## src/rtl/sc_fp_multiplier.sv

```systemverilog
// Stochastic-computing IEEE-754 single-precision multiplier: LFSR bit streams, AND, popcount, normalise.
// Optional build macro SC_MUL_SPECIALS_EN adds zero/inf/NaN classification with a one-edge bypass.
module sc_fp_multiplier #(
  parameter int MANT_BITS = 8,
  parameter int SEED_A    = 1,
  parameter int SEED_B    = 90
) (
  input  logic        clk,
  input  logic        rst,
  input  logic        in_valid,
  output logic        in_ready,
  input  logic [31:0] a,
  input  logic [31:0] b,
  output logic        out_valid,
  input  logic        out_ready,
  output logic [31:0] p,
  output logic        busy
);
  localparam int N  = MANT_BITS;
  localparam int F  = N - 1;
  localparam int SA_MOD = SEED_A % (1 << N);
  localparam int SB_MOD = SEED_B % (1 << N);
  localparam logic [N-1:0] SEED_A_N = (SA_MOD == 0) ? N'(1) : N'(SA_MOD);
  localparam logic [N-1:0] SEED_B_N = (SB_MOD == 0) ? N'(1) : N'(SB_MOD);
  localparam logic [N-1:0] LAST_CNT = N'((1 << N) - 2);

  function automatic logic [11:0] tap_mask(input int n);
    case (n)
      4:       return 12'h00C;
      5:       return 12'h014;
      6:       return 12'h030;
      7:       return 12'h060;
      9:       return 12'h110;
      10:      return 12'h240;
      11:      return 12'h500;
      12:      return 12'h829;
      default: return 12'h0B8;
    endcase
  endfunction

  localparam logic [N-1:0] TAPS = N'(tap_mask(N));

  function automatic logic [N-1:0] lfsr_step(input logic [N-1:0] v);
    return {v[N-2:0], ^(v & TAPS)};
  endfunction

  function automatic logic [N-1:0] bit_rev(input logic [N-1:0] v);
    logic [N-1:0] r;
    for (int i = 0; i < N; i++) r[i] = v[N-1-i];
    return r;
  endfunction

  function automatic logic [3:0] lead_zeros(input logic [N-1:0] v);
    logic [3:0] n;
    logic       found;
    n     = 4'(N);
    found = 1'b0;
    for (int i = N - 1; i >= 0; i--) begin
      if (!found && v[i]) begin
        n     = 4'(N - 1 - i);
        found = 1'b1;
      end
    end
    return n;
  endfunction

  // Flush-to-zero and overflow-to-infinity clamp on the packed result.
  function automatic logic [31:0] pack_sat(input logic sgn, input logic signed [9:0] e,
                                           input logic [F-1:0] frac, input logic is_zero);
    if (is_zero || e <= 10'sd0) return {sgn, 31'b0};
    if (e >= 10'sd255)          return {sgn, 8'hFF, 23'b0};
    return {sgn, e[7:0], frac, {(23 - F){1'b0}}};
  endfunction

  typedef enum logic [1:0] {IDLE, RUN, NORM, DONE} state_t;

  state_t      state_q, state_d;
  logic [N-1:0] lfsr_a, lfsr_b, acc, cnt;
  logic [N-1:0] ma_q, mb_q;
  logic [7:0]   ea_q, eb_q;
  logic         sgn_q;
  logic         sa, sb;
  logic [3:0]   lz;
  logic [N-1:0] acc_shift;
  logic signed [9:0] e_norm;
  logic         special_hit;
  logic [31:0]  special_p;
  logic         unused_bits;

  assign unused_bits = ^{a[22-F:0], b[22-F:0]};
  assign in_ready    = (state_q == IDLE);
  assign busy        = (state_q != IDLE);

  assign sa        = (ma_q > lfsr_a);
  assign sb        = (mb_q > bit_rev(lfsr_b));
  assign lz        = lead_zeros(acc);
  assign acc_shift = acc << (lz + 4'd1);
  assign e_norm    = $signed({2'b00, ea_q}) + $signed({2'b00, eb_q}) - 10'sd126
                     - $signed({6'b0, lz});

`ifdef SC_MUL_SPECIALS_EN
  logic a_zero, b_zero, a_inf, b_inf, a_nan, b_nan, sgn_in;
  always_comb begin
    a_zero      = (a[30:23] == 8'h00);
    b_zero      = (b[30:23] == 8'h00);
    a_inf       = (a[30:23] == 8'hFF) && (a[22:0] == 23'b0);
    b_inf       = (b[30:23] == 8'hFF) && (b[22:0] == 23'b0);
    a_nan       = (a[30:23] == 8'hFF) && (a[22:0] != 23'b0);
    b_nan       = (b[30:23] == 8'hFF) && (b[22:0] != 23'b0);
    sgn_in      = a[31] ^ b[31];
    special_hit = 1'b1;
    special_p   = 32'h0;
    if (a_nan || b_nan || (a_zero && b_inf) || (a_inf && b_zero))
      special_p = 32'h7FC00000;
    else if (a_inf || b_inf)
      special_p = {sgn_in, 8'hFF, 23'b0};
    else if (a_zero || b_zero)
      special_p = {sgn_in, 31'b0};
    else
      special_hit = 1'b0;
  end
`else
  assign special_hit = 1'b0;
  assign special_p   = 32'h0;
`endif

  always_comb begin
    state_d = state_q;
    case (state_q)
      IDLE:    if (in_valid) state_d = special_hit ? DONE : RUN;
      RUN:     if (cnt == LAST_CNT) state_d = NORM;
      NORM:    state_d = DONE;
      DONE:    if (out_ready) state_d = IDLE;
      default: state_d = IDLE;
    endcase
  end

  always_ff @(posedge clk or negedge rst) begin
    if (!rst) begin
      state_q   <= IDLE;
      out_valid <= 1'b0;
      p         <= 32'h0;
      acc       <= '0;
      cnt       <= '0;
      lfsr_a    <= SEED_A_N;
      lfsr_b    <= SEED_B_N;
    end else begin
      state_q <= state_d;
      case (state_q)
        // IDLE: accept reloads the streams so each operand pair is deterministic
        IDLE: if (in_valid) begin
          acc    <= '0;
          cnt    <= '0;
          lfsr_a <= SEED_A_N;
          lfsr_b <= SEED_B_N;
          if (special_hit) begin
            p         <= special_p;
            out_valid <= 1'b1;
          end
        end
        // RUN: one stream sample per cycle, 2^N-1 samples in total
        RUN: begin
          acc    <= acc + {{(N-1){1'b0}}, sa & sb};
          cnt    <= cnt + 1'b1;
          lfsr_a <= lfsr_step(lfsr_a);
          lfsr_b <= lfsr_step(lfsr_b);
        end
        // NORM: renormalise the popcount into an IEEE-754 word
        NORM: begin
          p         <= pack_sat(sgn_q, e_norm, acc_shift[N-1:1], acc == '0);
          out_valid <= 1'b1;
        end
        // DONE: hold the result until the consumer takes it
        DONE: if (out_ready) out_valid <= 1'b0;
        default: ;
      endcase
    end
  end

  always_ff @(posedge clk) begin
    if (state_q == IDLE && in_valid) begin
      sgn_q <= a[31] ^ b[31];
      ea_q  <= a[30:23];
      eb_q  <= b[30:23];
      ma_q  <= {1'b1, a[22 -: F]};
      mb_q  <= {1'b1, b[22 -: F]};
    end
  end
endmodule

```

## config.mk

```make
export PLATFORM = sky130hd
export DESIGN_NAME = sc_fp_multiplier
export DESIGN_NICKNAME = d
export VERILOG_FILES = /design/src/rtl/sc_fp_multiplier.sv
export SDC_FILE = /design/constraint.sdc
export NUM_CORES = 1
export LEC_CHECK = 0
export BUFFER_PORTS_ARGS = -buffer_cell sky130_fd_sc_hd__buf_2
export CORE_AREA = 2 2 77 116
export DETAILED_ROUTE_END_ITERATION = 7
export DIE_AREA = 0 0 79 118
export GPL_TIMING_DRIVEN = 0
export HOLD_SLACK_MARGIN = 0.1
export PLACE_DENSITY_LB_ADDON = 0.08
export REMOVE_ABC_BUFFERS = 1
export SKIP_CTS_REPAIR_TIMING = 1
export SLEW_MARGIN = 20
export SYNTH_ARGS = -nofsm -noshare
export SYNTH_HDL_FRONTEND = slang
export SYNTH_SLANG_ARGS = --single-unit
export TNS_END_PERCENT = 5
```

## constraint.sdc

```tcl
create_clock -name clk -period 7.87 [get_ports clk]
set_input_delay 0 -clock clk [delete_from_list [all_inputs] [get_ports clk]]
set_output_delay 0 -clock clk [all_outputs]
set_load 0.01 [all_outputs]
```

==> out/metrics.cfg <==
[outcome]
outcome=finished clean

[global_route]
grt_util_met3_pct=3.76
gr-usage-met1_pct=23.7
gr-usage-all-layers_pct=20.3
grt_pass1_wl_um=15000
overflow=0
grt_pass1_vias=3293
gr-usage-met2_pct=35.6
antenna_found_initial=0
grt_start_max_net_pins=52
busiest_layer=met2

[placed_design]
gp_congestion=0.837
dp_hpwl_um=6410
io_buffers=54
dp_slack_ns=2.83

[sta]
setup_tns_ns=0
setup_ws_ns=2.82
timing.final.crit_share_pct=64.2
hold_viol=0
drv_slew=0
tightest_slew_ns=0.911
rsz0062_at_grt=false
fin_worst_skew_ns=0.00607
fmax_ghz=0.198
fin_crit_ns=5.05
finalSetupViolCount=0
slew_headroom_pct=39.3

[route]
viasPerCell=5.35
vias=3518
drcViolationCount=0
drt_iter0_drc=171
wirelength_um=9170
routedWlPerCell_um=14.0
ant_nets=0
detail_route.first_pass.iterations=4

[synthesis]
yosysMostFrequentCell=inv_1
synth_area_leaders=dfrtp_1, edfxtp_1, ha_1, inv_1, dfstp_2
syn_area_per_cell_um2=10.4
yosys_warnings=0
synthTopCellsByCount=inv_1, dfrtp_1, ha_1
synth_area_leader_cell=dfrtp_1
ys_types=64
synth-main-ff-cell=dfrtp_1
synth_edf_count=31
synth.yosys.seq_area_share_pct=45.9
synth-seq-cells=82
synth_top_area_share_pct=23.9
synthCells=464
syn_area_um2=4820
async_flop_share_pct=62.2

[critical_path]
cp.arrival_ns=5.23
critPathCapture=p[24]
r2r_start=acc[4]
critPathMaxFanout=10
timing.rr.end=p[24]
r2r_cells=15
crit_start=acc[4]
endpoint_kind=flip-flop
r2r_setup_slack_ns=2.82
start_kind=flip-flop
cp.required_ns=8.05
path_class=flip-flop to flip-flop

[cts]
cts_tree=yes
cts_made_buffers=9
cts_root_buffer=clkbuf_16
htree_levels=3
clk_latency_ns=0.33
path_clk_slew_ns=0.06
cts.sinks=82
cts_buffer_depth=2

[floorplan]
coreArea_um2=8310
die_w_um=79
dieArea_um2=9320
rows=41
die-height_um=118
initial_core_util_pct=58.1
top_level_ports=103

[power]
pwr_density_cell_nw_per_um2=149
power_switching_mw=0.170
swShare_pct=20.1
p_int_mw=0.673
irDropWorstVdd_mv=0.176
combPwrFrac_pct=3.7
clkPwrFrac_pct=43.6
seq_power_share_pct=52.7
total_leakage_power_nw=2.67

[flow_run]
maxCapViolCount=0

[layout]
areaGrowthSynthToFinish_pct=17.6
final_nets=659
drive_gt1_share_pct=17.6
diodes=0

[worst_hold_path]
hold_class=primary input to flip-flop

## critical path: stages (launching register included)
cell	delay [ns]
dfrtp_1	0.51
or4_4	0.59
nor4_1	0.43
a21oi_1	0.18
inv_1	0.11
ha_1	0.14
inv_1	0.05
fa_1	0.43
ha_1	0.24
fa_1	0.41
a21o_2	0.24
a221oi_4	0.29
xnor2_1	0.17
or4_2	0.58
o2111ai_2	0.36
o22ai_1	0.14
## power by group through the flow
stage	combinational, mW	clock (mW)	sequential (mW)
after global placement	0.0173	0	0.452
after floorplan	0.00373	0	0.452
after detailed placement	0.0179	0	0.452
after global routing	0.0350	0.392	0.444
final	0.0315	0.367	0.444
after CTS	0.0181	0.377	0.444
## cell families (layout without fill, tap and decap cells)
group,after synthesis,in the layout,synth area share [%]
xor gates and xnor gates,20,20,3.63
AOI/OAI and AO/OA,92,92,13.1
muxes,11,11,2.62
and+or+nand+nor,114,114,12.4
DFF,82,82,45.9
adders and majority gates,46,46,12.7
other,1,16,0.0777
buffers and inverters,98,169,9.52
## state kept, by name (all words and copies together), names as in the netlist, 8 cells and up
signal / cells
eb_q: 8
lfsr_b: 8
acc: 8
p: 16
cnt: 8
lfsr_a: 8
ea_q: 8
## worst min-delay path by stage
stage / startpoint / endpoint / slack, ns / cells past startpoint
global route: in_valid / cnt[1] / 0.22 / 5
detailed placement: rst / p[30] / 0.08 / 1
CTS: rst / p[28] / -0.28 / 1
floorplan: rst / acc[0] / -0.30 / 0
finish: in_valid / cnt[1] / 0.18 / 5
global placement: b[22] / mb_q[6] / 0.18 / 1
## placed cells by master (no fill, tap or decap), drive strengths merged, types with 4 or more instances in the layout
cell          n
clkbuf       12
a31oi         4
buf          55
xor2         12
o22ai        21
o21a          5
ha           41
dfstp         5
inv          64
nand2        23
nor2         35
xnor2         8
mux2i         7
fa            5
conb         16
dlygate4sd3  34
nand4         9
or3           4
nor3          5
a21oi        19
nand2b        4
a21o          4
nand3        10
nor2b         4
edfxtp       31
dfrtp        46
o21ai        19
clkinv        4
nor4          5
## metrics by stage
stage	utilization (%)	area [µm²]	hold slack, ns	cells	total power, mW
final	68.3	5670	0.177	657	0.843
after global routing	68.3	5670	0.220	657	0.871
after CTS	64.2	5330	-0.275	623	0.840
after detailed placement	61.1	5080	0.0799	607	0.470
after global placement	61.0	5070	0.176	606	0.469
after floorplan	-	4660	-0.296	445	0.456
## layer usage
| layer | up-vias | part of all wire [%] |
|---|---|---|
| met5 | - | 0 |
| met4 | 0 | 2.4 |
| met3 | 17 | 3.5 |
| met2 | 73 | 54 |
| met1 | 1682 | 40 |
| li1 | 1746 | - |
## cell type report
type                       instances  area [µm²]
tap                              107         134
multi-input combinational        299        2210
inverter                          64         240
fill                             670        2640
sequential                        82        2210
clock buffer                      12         236
clock inverter                     4        20.0
timing repair buffer              89         621
Power figures use the tool's default switching activity.
